[src/rtl/abc_input_pkg.sv]
`default_nettype none
// ============================================================================
//  Module      : abc_input_pkg
//  Description : Shared types and default timing constants for the ABC
//                operand input stage (debounced switches plus sweep mode).
//  Revision    : 1.0 - initial release
// ============================================================================
package abc_input_pkg;

  // Operand source: the slide switches or the free-running 3-bit sweep
  typedef enum logic [0:0] {
    MANUAL = 1'b0,
    SWEEP  = 1'b1
  } mode_t;

  // 5 ms of stable level at 100 MHz before a switch change is accepted
  localparam int DEFAULT_DEBOUNCE_CYCLES = 500000;

  // One sweep step per second at 100 MHz
  localparam int DEFAULT_STEP_CYCLES = 100000000;

endpackage : abc_input_pkg
`default_nettype wire

[src/rtl/abc_input_stage_debounce.sv]
`default_nettype none
// ============================================================================
//  Module      : debounce
//  Description : Two-flop synchronizer followed by a stability counter. The
//                debounced level follows the synchronized input only after
//                the two have differed for DEBOUNCE_CYCLES consecutive cycles.
//  Revision    : 1.0 - initial release
// ============================================================================
module debounce
  import abc_input_pkg::*;
#(
  parameter int DEBOUNCE_CYCLES = DEFAULT_DEBOUNCE_CYCLES
) (
  input  logic clk,
  input  logic rst_n,
  input  logic i_raw,
  output logic o_level
);

  localparam int CW = (DEBOUNCE_CYCLES > 1) ? $clog2(DEBOUNCE_CYCLES) : 1;

  logic [1:0]    sync_q,  sync_d;
  logic          level_q, level_d;
  logic [CW-1:0] count_q, count_d;

  // Next state: shift the synchronizer, count consecutive mismatch cycles
  always_comb begin
    sync_d  = {sync_q[0], i_raw};
    level_d = level_q;
    count_d = '0;
    if (sync_q[1] != level_q) begin
      // The final mismatch cycle commits the new level and restarts counting
      if (count_q == CW'(DEBOUNCE_CYCLES - 1)) begin
        level_d = sync_q[1];
        count_d = '0;
      end else begin
        count_d = count_q + 1'b1;
      end
    end
  end

  // State registers; reset drops any debounce progress in flight
  always_ff @(posedge clk) begin
    if (!rst_n) begin
      sync_q  <= '0;
      level_q <= 1'b0;
      count_q <= '0;
    end else begin
      sync_q  <= sync_d;
      level_q <= level_d;
      count_q <= count_d;
    end
  end

  assign o_level = level_q;

endmodule : debounce
`default_nettype wire

[src/rtl/abc_input_stage.sv]
`default_nettype none
// ============================================================================
//  Module      : abc_input_stage
//  Description : Produces registered operands A/B/C either from three
//                debounced slide switches (MANUAL) or from a slow 3-bit
//                counter (SWEEP). A debounced push-button toggles the mode.
//  Revision    : 1.0 - initial release
// ============================================================================
module abc_input_stage
  import abc_input_pkg::*;
#(
  parameter int DEBOUNCE_CYCLES = DEFAULT_DEBOUNCE_CYCLES,
  parameter int STEP_CYCLES     = DEFAULT_STEP_CYCLES
) (
  input  logic clk,
  input  logic rst_n,
  input  logic sw_a,
  input  logic sw_b,
  input  logic sw_c,
  input  logic btn_mode,
  output logic A,
  output logic B,
  output logic C,
  output logic abc_changed,
  output logic sweep_mode
);

  localparam int TW = (STEP_CYCLES > 1) ? $clog2(STEP_CYCLES) : 1;

  // Bit 3 is the mode button, bits 2..0 are the switches in A,B,C order
  logic [3:0] w_raw;
  logic [3:0] w_db;
  logic [2:0] w_sw_db;
  logic       w_btn_db;
  logic       w_btn_rise;

  assign w_raw    = {btn_mode, sw_a, sw_b, sw_c};
  assign w_sw_db  = w_db[2:0];
  assign w_btn_db = w_db[3];

  for (genvar gi = 0; gi < 4; gi++) begin : g_debounce
    debounce #(
      .DEBOUNCE_CYCLES(DEBOUNCE_CYCLES)
    ) u_debounce (
      .clk     (clk),
      .rst_n   (rst_n),
      .i_raw   (w_raw[gi]),
      .o_level (w_db[gi])
    );
  end

  mode_t         mode_q,     mode_d;
  logic          btn_prev_q, btn_prev_d;
  logic [2:0]    cnt_q,      cnt_d;
  logic [TW-1:0] timer_q,    timer_d;
  logic [2:0]    abc_q,      abc_d;
  logic [2:0]    abc_prev_q, abc_prev_d;
  logic          chg_q,      chg_d;

  assign w_btn_rise = w_btn_db & ~btn_prev_q;

  // Mode FSM, sweep counter and operand selection; a button edge takes
  // priority over a sweep step landing in the same cycle
  always_comb begin
    mode_d     = mode_q;
    btn_prev_d = w_btn_db;
    cnt_d      = cnt_q;
    timer_d    = timer_q;
    abc_d      = abc_q;
    abc_prev_d = abc_q;
    chg_d      = (abc_q != abc_prev_q);

    case (mode_q)
      MANUAL: begin
        if (w_btn_rise) begin
          // Start the sweep from 000 with a full step period ahead
          mode_d  = SWEEP;
          cnt_d   = 3'b000;
          timer_d = '0;
          abc_d   = 3'b000;
        end else begin
          abc_d = w_sw_db;
        end
      end

      SWEEP: begin
        if (w_btn_rise) begin
          // Back to the switches immediately; the sweep position is dropped
          mode_d = MANUAL;
          abc_d  = w_sw_db;
        end else begin
          if (timer_q == TW'(STEP_CYCLES - 1)) begin
            timer_d = '0;
            cnt_d   = cnt_q + 3'd1;
          end else begin
            timer_d = timer_q + 1'b1;
          end
          abc_d = cnt_d;
        end
      end

      default: begin
        mode_d = MANUAL;
      end
    endcase
  end

  // State registers
  always_ff @(posedge clk) begin
    if (!rst_n) begin
      mode_q     <= MANUAL;
      btn_prev_q <= 1'b0;
      cnt_q      <= '0;
      timer_q    <= '0;
      abc_q      <= '0;
      abc_prev_q <= '0;
      chg_q      <= 1'b0;
    end else begin
      mode_q     <= mode_d;
      btn_prev_q <= btn_prev_d;
      cnt_q      <= cnt_d;
      timer_q    <= timer_d;
      abc_q      <= abc_d;
      abc_prev_q <= abc_prev_d;
      chg_q      <= chg_d;
    end
  end

  assign A           = abc_q[2];
  assign B           = abc_q[1];
  assign C           = abc_q[0];
  assign abc_changed = chg_q;
  assign sweep_mode  = (mode_q == SWEEP);

endmodule : abc_input_stage
`default_nettype wire

[config.mk]
export PLATFORM = sky130hd
export DESIGN_NAME = abc_input_stage
export DESIGN_NICKNAME = d
export VERILOG_FILES = /design/src/rtl/abc_input_pkg.sv /design/src/rtl/abc_input_stage_debounce.sv /design/src/rtl/abc_input_stage.sv
export SDC_FILE = /design/constraint.sdc
export NUM_CORES = 1
export LEC_CHECK = 0
export CORE_ASPECT_RATIO = 0.9
export CORE_UTILIZATION = 30
export DETAILED_ROUTE_END_ITERATION = 8
export PLACE_DENSITY_LB_ADDON = 0.25
export SYNTH_ARGS = -nofsm -noshare
export SYNTH_HDL_FRONTEND = slang
export SYNTH_SLANG_ARGS = --single-unit
[constraint.sdc]
create_clock -name clk -period 1.7 [get_ports clk]
set_input_delay 0.425 -clock clk [delete_from_list [all_inputs] [get_ports clk]]
set_output_delay 0.425 -clock clk [all_outputs]
set_load 0.05 [all_outputs]
==> results of run 1 <==
state kept, by name, indices dropped and copies added (netlist names):
| register | count |
|---|---|
| abc_prev_d | 3 |
| timer_q | 27 |
| g_debounce.u_debounce.o_level | 4 |
| sweep_mode | 1 |
| abc_prev_q | 3 |
| cnt_q | 3 |
| abc_changed | 1 |
| btn_prev_q | 1 |
| g_debounce.u_debounce.count_q | 76 |
| g_debounce.u_debounce.sync_q | 8 |
cell usage in the layout, fill, tap and decap left out, types with 5 or more instances in the layout:
cell type	n
sky130_fd_sc_hd__a21oi_2	8
sky130_fd_sc_hd__a31oi_1	15
sky130_fd_sc_hd__and2_1	16
sky130_fd_sc_hd__and3_1	10
sky130_fd_sc_hd__and4_1	6
sky130_fd_sc_hd__buf_12	7
sky130_fd_sc_hd__buf_4	69
sky130_fd_sc_hd__buf_6	6
sky130_fd_sc_hd__clkbuf_16	19
sky130_fd_sc_hd__clkdlybuf4s50_1	5
sky130_fd_sc_hd__clkinv_2	6
sky130_fd_sc_hd__dfxtp_1	125
sky130_fd_sc_hd__inv_1	12
sky130_fd_sc_hd__mux2i_1	9
sky130_fd_sc_hd__nand2_1	58
sky130_fd_sc_hd__nand3_1	44
sky130_fd_sc_hd__nand4_1	22
sky130_fd_sc_hd__nor2_1	103
sky130_fd_sc_hd__nor2b_1	10
sky130_fd_sc_hd__nor3_1	10
sky130_fd_sc_hd__o21ai_1	6
sky130_fd_sc_hd__or3_1	6
sky130_fd_sc_hd__xnor2_1	43
sky130_fd_sc_hd__xor2_1	36
critical path, cell delays in order, from the launching register on:
cell and delay [ns]:
sky130_fd_sc_hd__dfxtp_2 0.33, sky130_fd_sc_hd__or4b_4 0.52, sky130_fd_sc_hd__nor4_4 0.15, sky130_fd_sc_hd__buf_6 0.17, sky130_fd_sc_hd__buf_6 0.10, sky130_fd_sc_hd__nand4_4 0.08
sky130_fd_sc_hd__or3_1 0.32, sky130_fd_sc_hd__o21ai_1 0.08
cells by family after synthesis:
logic type | count (synthesis)
AND/OR/NAND/NOR | 326
flip-flops | 127
XOR/XNOR | 79
AO/OA/AOI/OAI | 64
buffers and inverters | 31
multiplexers | 9
adder cells (fa/ha/maj) | 6
timing repair:
action | in CTS | in global routing
gates resized for setup | 14 | 38
endpoints found under the setup margin | 50 | 86
buffers inserted | 0 | 3
cloned | 1 | 3
pin swaps | 4 | 8
metal layers:
metal	vias up	track usage
met4	0	0.0492
met2	49	0.216
met1	2230	0.175
met5	-	0
met3	16	0.0441
li1	2402	-
final timing paths:
| path | to | slack (ns) | cells after the start |
|---|---|---|---|
| setup / recovery | cnt_q[2] | -0.12 | 7 |
| hold / removal | g_debounce[0].u_debounce.sync_q[1] | 0.43 | 1 |
| setup reg to reg | cnt_q[2] | -0.12 | 7 |
| hold reg to reg | g_debounce[0].u_debounce.sync_q[1] | 0.43 | 1 |
stage by stage:
step	setup TNS (ns)	total power, W	hold WS [ns]
2_1_floorplan	-1.69	0.00311	0.412
3_3_place_gp	-9.28	0.00316	0.420
3_5_place_dp	-11.72	0.00316	0.421
4_1_cts	-1.96	0.00675	0.435
5_1_grt	-4.73	0.00691	0.456
6_report	-2.25	0.00666	0.432
synth_stat cells (2+ instances only):
library cell	instances	area share
sky130_fd_sc_hd__or2_2	3	0.0033
sky130_fd_sc_hd__nor3_1	15	0.013
sky130_fd_sc_hd__nand4b_1	2	0.0031
sky130_fd_sc_hd__and3_1	10	0.011
sky130_fd_sc_hd__nor3b_1	2	0.0027
sky130_fd_sc_hd__xor2_1	36	0.056
sky130_fd_sc_hd__clkbuf_1	7	0.0047
sky130_fd_sc_hd__and4_1	6	0.0094
sky130_fd_sc_hd__mux2i_1	9	0.016
sky130_fd_sc_hd__nand4_1	22	0.025
sky130_fd_sc_hd__nand2b_1	2	0.0022
sky130_fd_sc_hd__a21oi_1	15	0.013
sky130_fd_sc_hd__o31ai_1	3	0.0040
sky130_fd_sc_hd__nand2_1	58	0.039
sky130_fd_sc_hd__dfxtp_1	127	0.45
sky130_fd_sc_hd__and2_1	17	0.019
sky130_fd_sc_hd__buf_2	7	0.0062
sky130_fd_sc_hd__a41oi_1	2	0.0031
sky130_fd_sc_hd__ha_1	6	0.013
sky130_fd_sc_hd__o21ai_1	10	0.0089
sky130_fd_sc_hd__buf_6	5	0.010
sky130_fd_sc_hd__nand3_1	45	0.040
sky130_fd_sc_hd__nor4_1	6	0.0067
sky130_fd_sc_hd__nor4bb_1	2	0.0036
sky130_fd_sc_hd__a22o_1	3	0.0047
sky130_fd_sc_hd__nor2b_1	11	0.012
sky130_fd_sc_hd__or3_1	7	0.0078
sky130_fd_sc_hd__nor4b_1	5	0.0078
sky130_fd_sc_hd__a31oi_1	19	0.021
sky130_fd_sc_hd__o21ai_0	4	0.0036
sky130_fd_sc_hd__xnor2_1	43	0.067
sky130_fd_sc_hd__nor2_1	106	0.071
sky130_fd_sc_hd__inv_1	12	0.0080
area by class of cell:
type	count	share of cell area
flip-flops and latches	127	0.339
inverters	12	0.00599
clock buffers	21	0.0626
multi-input cells	484	0.427
well taps	245	0.0408
repair buffers	89	0.110
clock inverters	11	0.0151
power groups by stage:
stage | Sequential, W | Combinational [W] | Clock (W)
finish | 0.00300 | 0.000106 | 0.00356
global route | 0.00300 | 0.000116 | 0.00380
CTS | 0.00300 | 0.000104 | 0.00365
detailed placement | 0.00306 | 0.000102 | 0
global placement | 0.00306 | 0.0000993 | 0
floorplan | 0.00306 | 0.0000501 | 0
==> run summary, run 1 <==
CORE AREA: 18300 µm²
Flip-flop and latch count after synthesis: 127
Count of nets after finishing: 743
Leak pwr: 2.58 nW
# placed instances: 950
Root buffer selected by CTS: sky130_fd_sc_hd__clkbuf_16
Register clock-pin slew on the reported worst setup and hold paths: 0.05 ns
Clock Latency Late Sink: 0.42 ns
Fraction of power consumed by the clock network: 0.534
Maximum frequency from static timing analysis: 549 MHz
Wire length of the first global-routing pass: 21.2 mm
DR iter-0 viols: 209
Multiplexer share of the synthesized area: 0.0161
Number of pins exceeding their max-slew limit in the final report: 0
Area of all placed cells without fillers: 7520 µm²
Inserted Diodes: 0
Class of the most critical setup path: register to register
Detailed route wirelength on metal3: 470 µm
Result of the run: complete, but fails checks
Sequential cell area: 2540 µm²
Synth Area in Simple Gates: 0.291
Number of clock buffers inserted by TritonCTS: 17
Die extent in x: 146 µm
Worst hold path startpoint: g_debounce[0].u_debounce.sync_q[0]
Slew HR: 0.717
Number of distinct standard cells referenced by the synthesized netlist: 48
Failing checks: negative setup slack
Final Setup Violations: 30
Post-Route Utilization: 0.410
Final Critical Period: 1.82 ns
Sort of element at the end of the critical path: register
Most common flop cell mapped by yosys: sky130_fd_sc_hd__dfxtp_1
Area of the multi-input gates: 3210 µm²
Design internal power: 0.00530 W
Worst-path maximum fanout: 4
Total of hold buffers inserted after clock tree synthesis: 0
Starting density of the core: 0.306
Via count of the routed design: 4697
Final weighted congestion in routability-driven placement: 0.777
Boundary pin count: 11
Dpl hpwl: 8.70 mm
Share of layout cells above drive strength 1: 0.230
Post-synth net total: 654
Number of routed nets with antenna violations: 0
Maximum number of pins on one net before global-route repair: 32
Unrepaired setup endpoints after global routing: yes
Switching share of total power: 0.205
H-Tree Depth: 4
Max cap viols: 0
CTS tree: yes
Antenna violations before repair: 1
Mapped Avg Cell Area: 8.73 µm²
Deepest clock path buffer count: 2
Total global routing overflow: 0
Worst setup slack after layout: -0.121 ns
Switching power: 0.00136 W
Area share of fa/ha/maj cells after synthesis: 0.0134
Amount of wire on met2 after detailed routing: 5.89 mm
Layout Area Growth over Synthesis: 34.1%
Met1 wire length: 6.17 mm
Share of the cycle needed by the critical path after routing: 1.07
WP data required: 2.05 ns
Final-layout fill cell count: 1825
Worst slack at placement: -0.240 ns
Actual slew at the worst max-slew pin: 0.421 ns
Fraction of registers with async set or reset after synthesis: 0
Routed wirelength normalized by instance count: 12.9 µm
Number of cells produced by synthesis: 642
GRT Resource Usage Total: 0.137
Number of hold violations in the final report: 0
Area of the mapped netlist: 5610 µm²
Main combinational cell family by area after synthesis: simple AND/OR/NAND/NOR gates
Share of the synthesized netlist area taken by xor and xnor gates: 0.123
First-pass iteration count of the detailed router: 4
Peak ir drop on the vdd network: 0.746 mV
Startpoint kind of the worst setup timing path: register
Worst setup path startpoint: timer_q[12]
Final Instance Count excl. Fillers: 989
Type of the most critical hold path: register to register
Post-synth EDFFs: 0
YS warnings: 0
Clock Sinks: 127
Routed WL: 12.7 mm
Residual DRC count: 0
Worst clock skew on the final layout: 0.00594 ns
Placement Rows: 47
Die Height: 132 µm
Sequential share of power: 0.450
Vias per cell: 4.75
Combinational group share of total power: 0.016
Seq/Total Area, Yosys: 0.454
R2R Path Start: timer_q[12]
Complex-gate fraction of the synthesized area: 0.0734
Highest routing layer actually used: met4
Vias in the first global route: 4681
Buffers on Ports: 10
Power Density: 886 nW/µm²
Cell area after placement: 6560 µm²
Worst endpoint data arrival time: 2.17 ns
Die Area: 19200 µm²
Power figures use the tool's default switching activity.
==> inputs of run 2 (changes only) <==
HOLD_SLACK_MARGIN = 0.02   (was default)
==> results of run 2 <==
Same layout as run 1: the final DEF is identical, and so are final timing and power.
==> inputs of run 3 (changes only) <==
CAP_MARGIN = 20   (was default)
==> results of run 3 <==
Same layout as run 1: the final DEF is identical, and so are final timing and power.
